**config.mk**
```make
export PLATFORM = sky130hd
export DESIGN_NAME = sirv_pmu_key_unlock
export DESIGN_NICKNAME = d
export VERILOG_FILES = /design/src/rtl/sirv_pmu_pkg.sv /design/src/rtl/sirv_pmu_down_counter.sv /design/src/rtl/sirv_pmu_key_unlock.sv
export SDC_FILE = /design/constraint.sdc
export NUM_CORES = 1
export LEC_CHECK = 0
export ABC_AREA = 1
export BUFFER_PORTS_ARGS = -buffer_cell sky130_fd_sc_hd__clkbuf_2
export CAP_MARGIN = 20
export CORE_UTILIZATION = 45
export CTS_CLUSTER_SIZE = 16
export DETAILED_ROUTE_END_ITERATION = 8
export PLACE_DENSITY = 0.77
export SLEW_MARGIN = 20
export SYNTH_ARGS = -nofsm -noshare
export SYNTH_HDL_FRONTEND = slang
export SYNTH_HIERARCHICAL = 1
export SYNTH_SLANG_ARGS = --single-unit
```
**constraint.sdc**
```tcl
create_clock -name clock -period 2.5 [get_ports clock]
set_input_delay 0.25 -clock clock [delete_from_list [all_inputs] [get_ports clock]]
set_output_delay 0.25 -clock clock [all_outputs]
set_load 0.02 [all_outputs]
```
**src/rtl/sirv_pmu_pkg.sv**
```systemverilog
// Shared types and constants for the PMU key-unlock path.
// Holds the key FSM state encoding, the default magic key and a counter-width helper.
package sirv_pmu_pkg;

    typedef enum logic [1:0] {
        LOCKED   = 2'd0,
        UNLOCKED = 2'd1,
        LOCKOUT  = 2'd2
    } pmu_key_state_e;

    localparam logic [31:0] PMU_KEY_DEFAULT = 32'h0051_F15E;

    // Width needed to hold values 0..depth-1; never narrower than one bit.
    function automatic int pmu_cnt_width(input int depth);
        return (depth > 1) ? $clog2(depth) : 1;
    endfunction

endpackage

```
**src/rtl/sirv_pmu_down_counter.sv**
```systemverilog
// Loadable saturating down counter with a zero flag.
// Used for the lockout timer and, when enabled, the unlock window timer.
module sirv_pmu_down_counter #(
    parameter int WIDTH = 8
) (
    input  logic             clock_i,
    input  logic             reset_i,
    input  logic             load_i,
    input  logic [WIDTH-1:0] load_val_i,
    input  logic             dec_i,
    output logic             zero_o
);

    logic [WIDTH-1:0] cnt_q;
    logic [WIDTH-1:0] cnt_d;

    // Load wins over decrement; decrement stops at zero so the count never wraps.
    always_comb begin
        cnt_d = cnt_q;
        if (load_i) begin
            cnt_d = load_val_i;
        end else if (dec_i && (cnt_q != '0)) begin
            cnt_d = cnt_q - WIDTH'(1);
        end
    end

    always_ff @(posedge clock_i or posedge reset_i) begin
        if (reset_i) begin
            cnt_q <= '0;
        end else begin
            cnt_q <= cnt_d;
        end
    end

    assign zero_o = (cnt_q == '0);

endmodule

```
**src/rtl/sirv_pmu_key_unlock.sv**
```systemverilog
// One-shot key unlock with brute-force lockout for protected PMU register writes.
// Optional unlock expiry is compiled in with `define SIRV_PMU_UNLOCK_TIMEOUT_EN.
module sirv_pmu_key_unlock
    import sirv_pmu_pkg::*;
#(
    parameter logic [31:0] KEY_VALUE      = PMU_KEY_DEFAULT,
    parameter int          MAX_FAILS      = 4,
    parameter int          LOCKOUT_CYCLES = 256
`ifdef SIRV_PMU_UNLOCK_TIMEOUT_EN
    ,
    parameter int          UNLOCK_WINDOW  = 64
`endif
) (
    input  logic        clock,
    input  logic        reset,
    input  logic        io_key_write_valid,
    input  logic [31:0] io_key_write_bits,
    input  logic        io_prot_write_valid,
    output logic        unlocked,
    output logic [31:0] io_key_read,
    output logic        io_violation,
    output logic        io_lockout
);

    localparam int FAIL_W = $clog2(MAX_FAILS + 1);
    localparam int LOCK_W = pmu_cnt_width(LOCKOUT_CYCLES);

    localparam logic [FAIL_W-1:0] FAIL_LAST = FAIL_W'(MAX_FAILS - 1);
    localparam logic [LOCK_W-1:0] LOCK_LOAD = LOCK_W'(LOCKOUT_CYCLES - 1);

    pmu_key_state_e    state_q;
    pmu_key_state_e    state_d;
    logic [FAIL_W-1:0] fail_q;
    logic [FAIL_W-1:0] fail_d;
    logic              unlocked_q;
    logic              violation_q;
    logic              lockout_q;

    logic key_ok;
    logic key_bad;
    logic lock_load;
    logic lock_dec;
    logic lock_zero;
    logic win_expired;

    assign key_ok  = io_key_write_valid && (io_key_write_bits == KEY_VALUE);
    assign key_bad = io_key_write_valid && (io_key_write_bits != KEY_VALUE);

    sirv_pmu_down_counter #(
        .WIDTH(LOCK_W)
    ) u_lock_cnt (
        .clock_i   (clock),
        .reset_i   (reset),
        .load_i    (lock_load),
        .load_val_i(LOCK_LOAD),
        .dec_i     (lock_dec),
        .zero_o    (lock_zero)
    );

`ifdef SIRV_PMU_UNLOCK_TIMEOUT_EN
    localparam int WIN_W = pmu_cnt_width(UNLOCK_WINDOW);
    localparam logic [WIN_W-1:0] WIN_LOAD = WIN_W'(UNLOCK_WINDOW - 1);

    logic win_load;
    logic win_dec;
    logic win_zero;

    // Every entry into UNLOCKED and every correct re-key restarts the window.
    assign win_load    = (state_d == UNLOCKED) && ((state_q != UNLOCKED) || key_ok);
    assign win_dec     = (state_q == UNLOCKED);
    assign win_expired = win_zero;

    sirv_pmu_down_counter #(
        .WIDTH(WIN_W)
    ) u_win_cnt (
        .clock_i   (clock),
        .reset_i   (reset),
        .load_i    (win_load),
        .load_val_i(WIN_LOAD),
        .dec_i     (win_dec),
        .zero_o    (win_zero)
    );
`else
    assign win_expired = 1'b0;
`endif

    // Key FSM: key writes take priority over protected-write consumption and expiry.
    always_comb begin
        state_d   = state_q;
        fail_d    = fail_q;
        lock_load = 1'b0;
        lock_dec  = 1'b0;
        unique case (state_q)
            LOCKED: begin
                if (key_ok) begin
                    state_d = UNLOCKED;
                    fail_d  = '0;
                end else if (key_bad) begin
                    if (fail_q >= FAIL_LAST) begin
                        state_d   = LOCKOUT;
                        lock_load = 1'b1;
                        fail_d    = '0;
                    end else begin
                        fail_d = fail_q + FAIL_W'(1);
                    end
                end
            end
            UNLOCKED: begin
                if (key_ok) begin
                    state_d = UNLOCKED;
                end else if (key_bad) begin
                    state_d = LOCKED;
                    fail_d  = FAIL_W'(1);
                end else if (io_prot_write_valid || win_expired) begin
                    state_d = LOCKED;
                end
            end
            LOCKOUT: begin
                fail_d = '0;
                if (lock_zero) begin
                    state_d = LOCKED;
                end else begin
                    lock_dec = 1'b1;
                end
            end
            default: begin
                state_d = LOCKED;
                fail_d  = '0;
            end
        endcase
    end

    // Outputs are registered from the next state so they track the FSM one edge later.
    always_ff @(posedge clock or posedge reset) begin
        if (reset) begin
            state_q     <= LOCKED;
            fail_q      <= '0;
            unlocked_q  <= 1'b0;
            violation_q <= 1'b0;
            lockout_q   <= 1'b0;
        end else begin
            state_q     <= state_d;
            fail_q      <= fail_d;
            unlocked_q  <= (state_d == UNLOCKED);
            violation_q <= io_prot_write_valid && (state_q != UNLOCKED);
            lockout_q   <= (state_d == LOCKOUT);
        end
    end

    assign unlocked     = unlocked_q;
    assign io_key_read  = {31'b0, unlocked_q};
    assign io_violation = violation_q;
    assign io_lockout   = lockout_q;

endmodule

```
==> results.cfg <==
[pwr]
p_clk_frac = 0.121
p_per_area_mw_per_mm2 = 862.0
power_leakage_nw = 1.030
p_seq_frac = 0.317
swShare = 0.4886
total_power_mw = 1.471
p_int_mw = 0.7523
switchingPower_mw = 0.7187
peakVddDrop_uv = 266.1
comb_power_share = 0.563

[floorplan]
initial_core_util = 0.4860
die-area_mm2 = 0.003614
core_region_area_mm2 = 0.003128
die_w_um = 60.12
die_y_um = 60.12
io_pins = 71
rows = 20

[synth]
synth_commonest_cells = nand2_1, inv_1, buf_4
syn-cell-area_mm2 = 0.001520
synth_cell_types = 28
synthCells = 226
yosys_register_bits = 16
synth_area_per_cell_um2 = 6.727
yosysMostFrequentCell = nand2_1
yosys.area.top_type = dfrtp_1
yosys_most_used_dff = dfrtp_1
synth_edf_count = 0
synth.area.top_cells = dfrtp_1, buf_4, nand2_1, inv_1, nor2_1
yosysWarnings = 6
synthArstFlopShare = 1.000
ys_seq_area_frac = 0.2634
synth_top_area_frac = 0.2634

[sta]
layout_setup_ws_ns = 0.2820
setup_viol_count_final = 0
slew_violations = 0
tightest_slew_ns = 0.5822
relSlewSlack = 0.6105
period_share = 0.8872
rsz0062_at_grt = false
finalHoldViolations = 0
tns_ns = 0
clock.fmax_ghz = 0.4509
fin_crit_ns = 2.218
skew_ns = 0.004358

[setup_path]
r2r_slack_ns = 0.28
cp_cell_sequence = ha_1, ha_1, a211o_1, nand2_1, nor2_1, inv_1, nand3_1, nand2_1, nand2_1, nand2_1
crit_type = flip-flop to flip-flop
r2r-end = u_lock_cnt/cnt_q[6]
reg2reg_depth = 10
crit_arrival_ns = 2.41
crit_slowest_cell = nor2_1
worstSetupEndpoint = u_lock_cnt/cnt_q[6]
crit_required_ns = 2.69
worst_path_most_repeated_cell = nand2_1
reg2reg_from = fail_q[0]
crit_path_start = fail_q[0]
path_max_fanout = 12
start_kind = flip-flop
slowest_delay_ns = 0.48
endpoint_kind = flip-flop

[detailed_routing]
ant_nets = 0
drtPass1Iterations = 4
postRouteWirelength_mm = 2.603
viasPerCell = 4.177
route.detailed.drc = 0
initialDrtViolationCount = 61
wire_per_inst_um = 8.211
vias = 1324

[layout]
syn_to_final_growth_pct = 12.26
multiInputGateArea_um2 = 867.1
layout.nets = 314
n_antenna_cell = 0
seqCellArea_um2 = 400.4
num-fill-cells = 313
utilization = 0.5456
drive_gt1_frac = 0.2308

[clock_network]
clock_latency_ns = 0.29
postCtsSetupBuffers = 0
clk_pin_slew_ns = 0.10
cts-root-buf = clkbuf_4
clkSinkCount = 16
cts_resized = 0
cts_made_buffers = 3
clock_path_buffers = 2
hold_buffers = 1
htree_levels = 1
tritoncts = done

[placement]
preCtsSetupSlack_ns = 0.3466
port_buffers = 39
gp_congestion = 0.8297
place_hpwl_mm = 2.162

[job]
drv_cap = 0

[global_route]
grt_max_degree = 13
grt_pass1_vias = 1148
antenna_found_initial = 0
grt_overflow = 0
grt_pass1_wl_mm = 4.457
track_usage = 0.1592

[hold_path]
hold_class = input port to flip-flop

[status]
outcome = finished clean
## critical path, delay by kind of cell (launching register included)
family	cells	cell delay, ns
AO/OA/AOI/OAI	1	0.13
buffers and inverters	1	0.33
AND/OR/NAND/NOR	6	0.92
flip-flops	1	0.41
adder cells (fa/ha/maj)	2	0.34
## stage by stage
stage	cells	cell area, um2	hold WS (ns)
after floorplan	263	1659	0.06566
after global placement	312	1660	0.2062
after detailed placement	312	1660	0.2195
after CTS	317	1707	0.1723
after global routing	317	1707	0.1766
final	317	1707	0.1789
## how the worst min path moves through the flow
stage               depth (start not counted)            to  slack, ns                start
CTS                                         3  io_violation       0.17  io_prot_write_valid
global placement                            2    io_lockout       0.21                reset
finish                                      3  io_violation       0.18  io_prot_write_valid
floorplan                                   1     fail_q[0]       0.07                reset
detailed placement                          2    state_q[1]       0.22                reset
global route                                3  io_violation       0.18  io_prot_write_valid
## cells by family after synthesis
group,share of synthesized area
and+or+nand+nor,0.3539
AOI/OAI and AO/OA,0.07573
adders and majority gates,0.03292
other,0.004940
buffers and inverters,0.2576
DFF,0.2634
xor gates and xnor gates,0.01152
## cell usage in the layout, fill, tap and decap left out, drive strengths merged
| cell | synthesis | routed |
|---|---|---|
| a211o | 1 | 1 |
| a21oi | 2 | 2 |
| clkbuf | 1 | 43 |
| conb | 2 | 39 |
| dfrtp | 16 | 16 |
| dlygate4sd3 | 0 | 1 |
| ha | 4 | 4 |
| inv | 38 | 38 |
| nand2 | 66 | 66 |
| nand3 | 16 | 16 |
| nand4 | 1 | 1 |
| nor2 | 28 | 28 |
| nor3 | 1 | 1 |
| o2111ai | 1 | 1 |
| o21ai | 8 | 8 |
| o22ai | 4 | 4 |
| or2 | 2 | 2 |
| xnor2 | 2 | 2 |
## power groups by stage
| stage | sequential [mW] | combinational, mW | clock (mW) |
|---|---|---|---|
| floorplan | 0.458 | 0.709 | 0 |
| global placement | 0.465 | 0.815 | 0 |
| detailed placement | 0.469 | 0.819 | 0 |
| CTS | 0.465 | 0.827 | 0.185 |
| global route | 0.478 | 0.933 | 0.196 |
| finish | 0.466 | 0.828 | 0.177 |
## final cells by class
cell class | count | area share
Multi-Input combinational cell | 175 | 0.5081
Sequential cell | 16 | 0.2346
Timing Repair Buffer | 40 | 0.1202
Inverter | 38 | 0.08358
Tap cell | 44 | 0.03226
Clock buffer | 4 | 0.02126
## flip-flops by register name (all words and copies together) (netlist names)
signal / flops
fail_q: 3
io_lockout: 1
io_violation: 1
state_q: 2
u_lock_cnt/cnt_q: 8
unlocked: 1
## metal layers
| metal | vias up | routed length (um) | share of wire | track usage |
|---|---|---|---|---|
| met5 | - | 0 | 0 | 0 |
| met4 | 0 | 25 | 0.0096 | 0.04983 |
| met3 | 2 | 137 | 0.053 | 0.01948 |
| met2 | 57 | 1219 | 0.47 | 0.2716 |
| met1 | 551 | 1220 | 0.47 | 0.2063 |
| li1 | 714 | - | - | - |
Power figures use the tool's default switching activity.
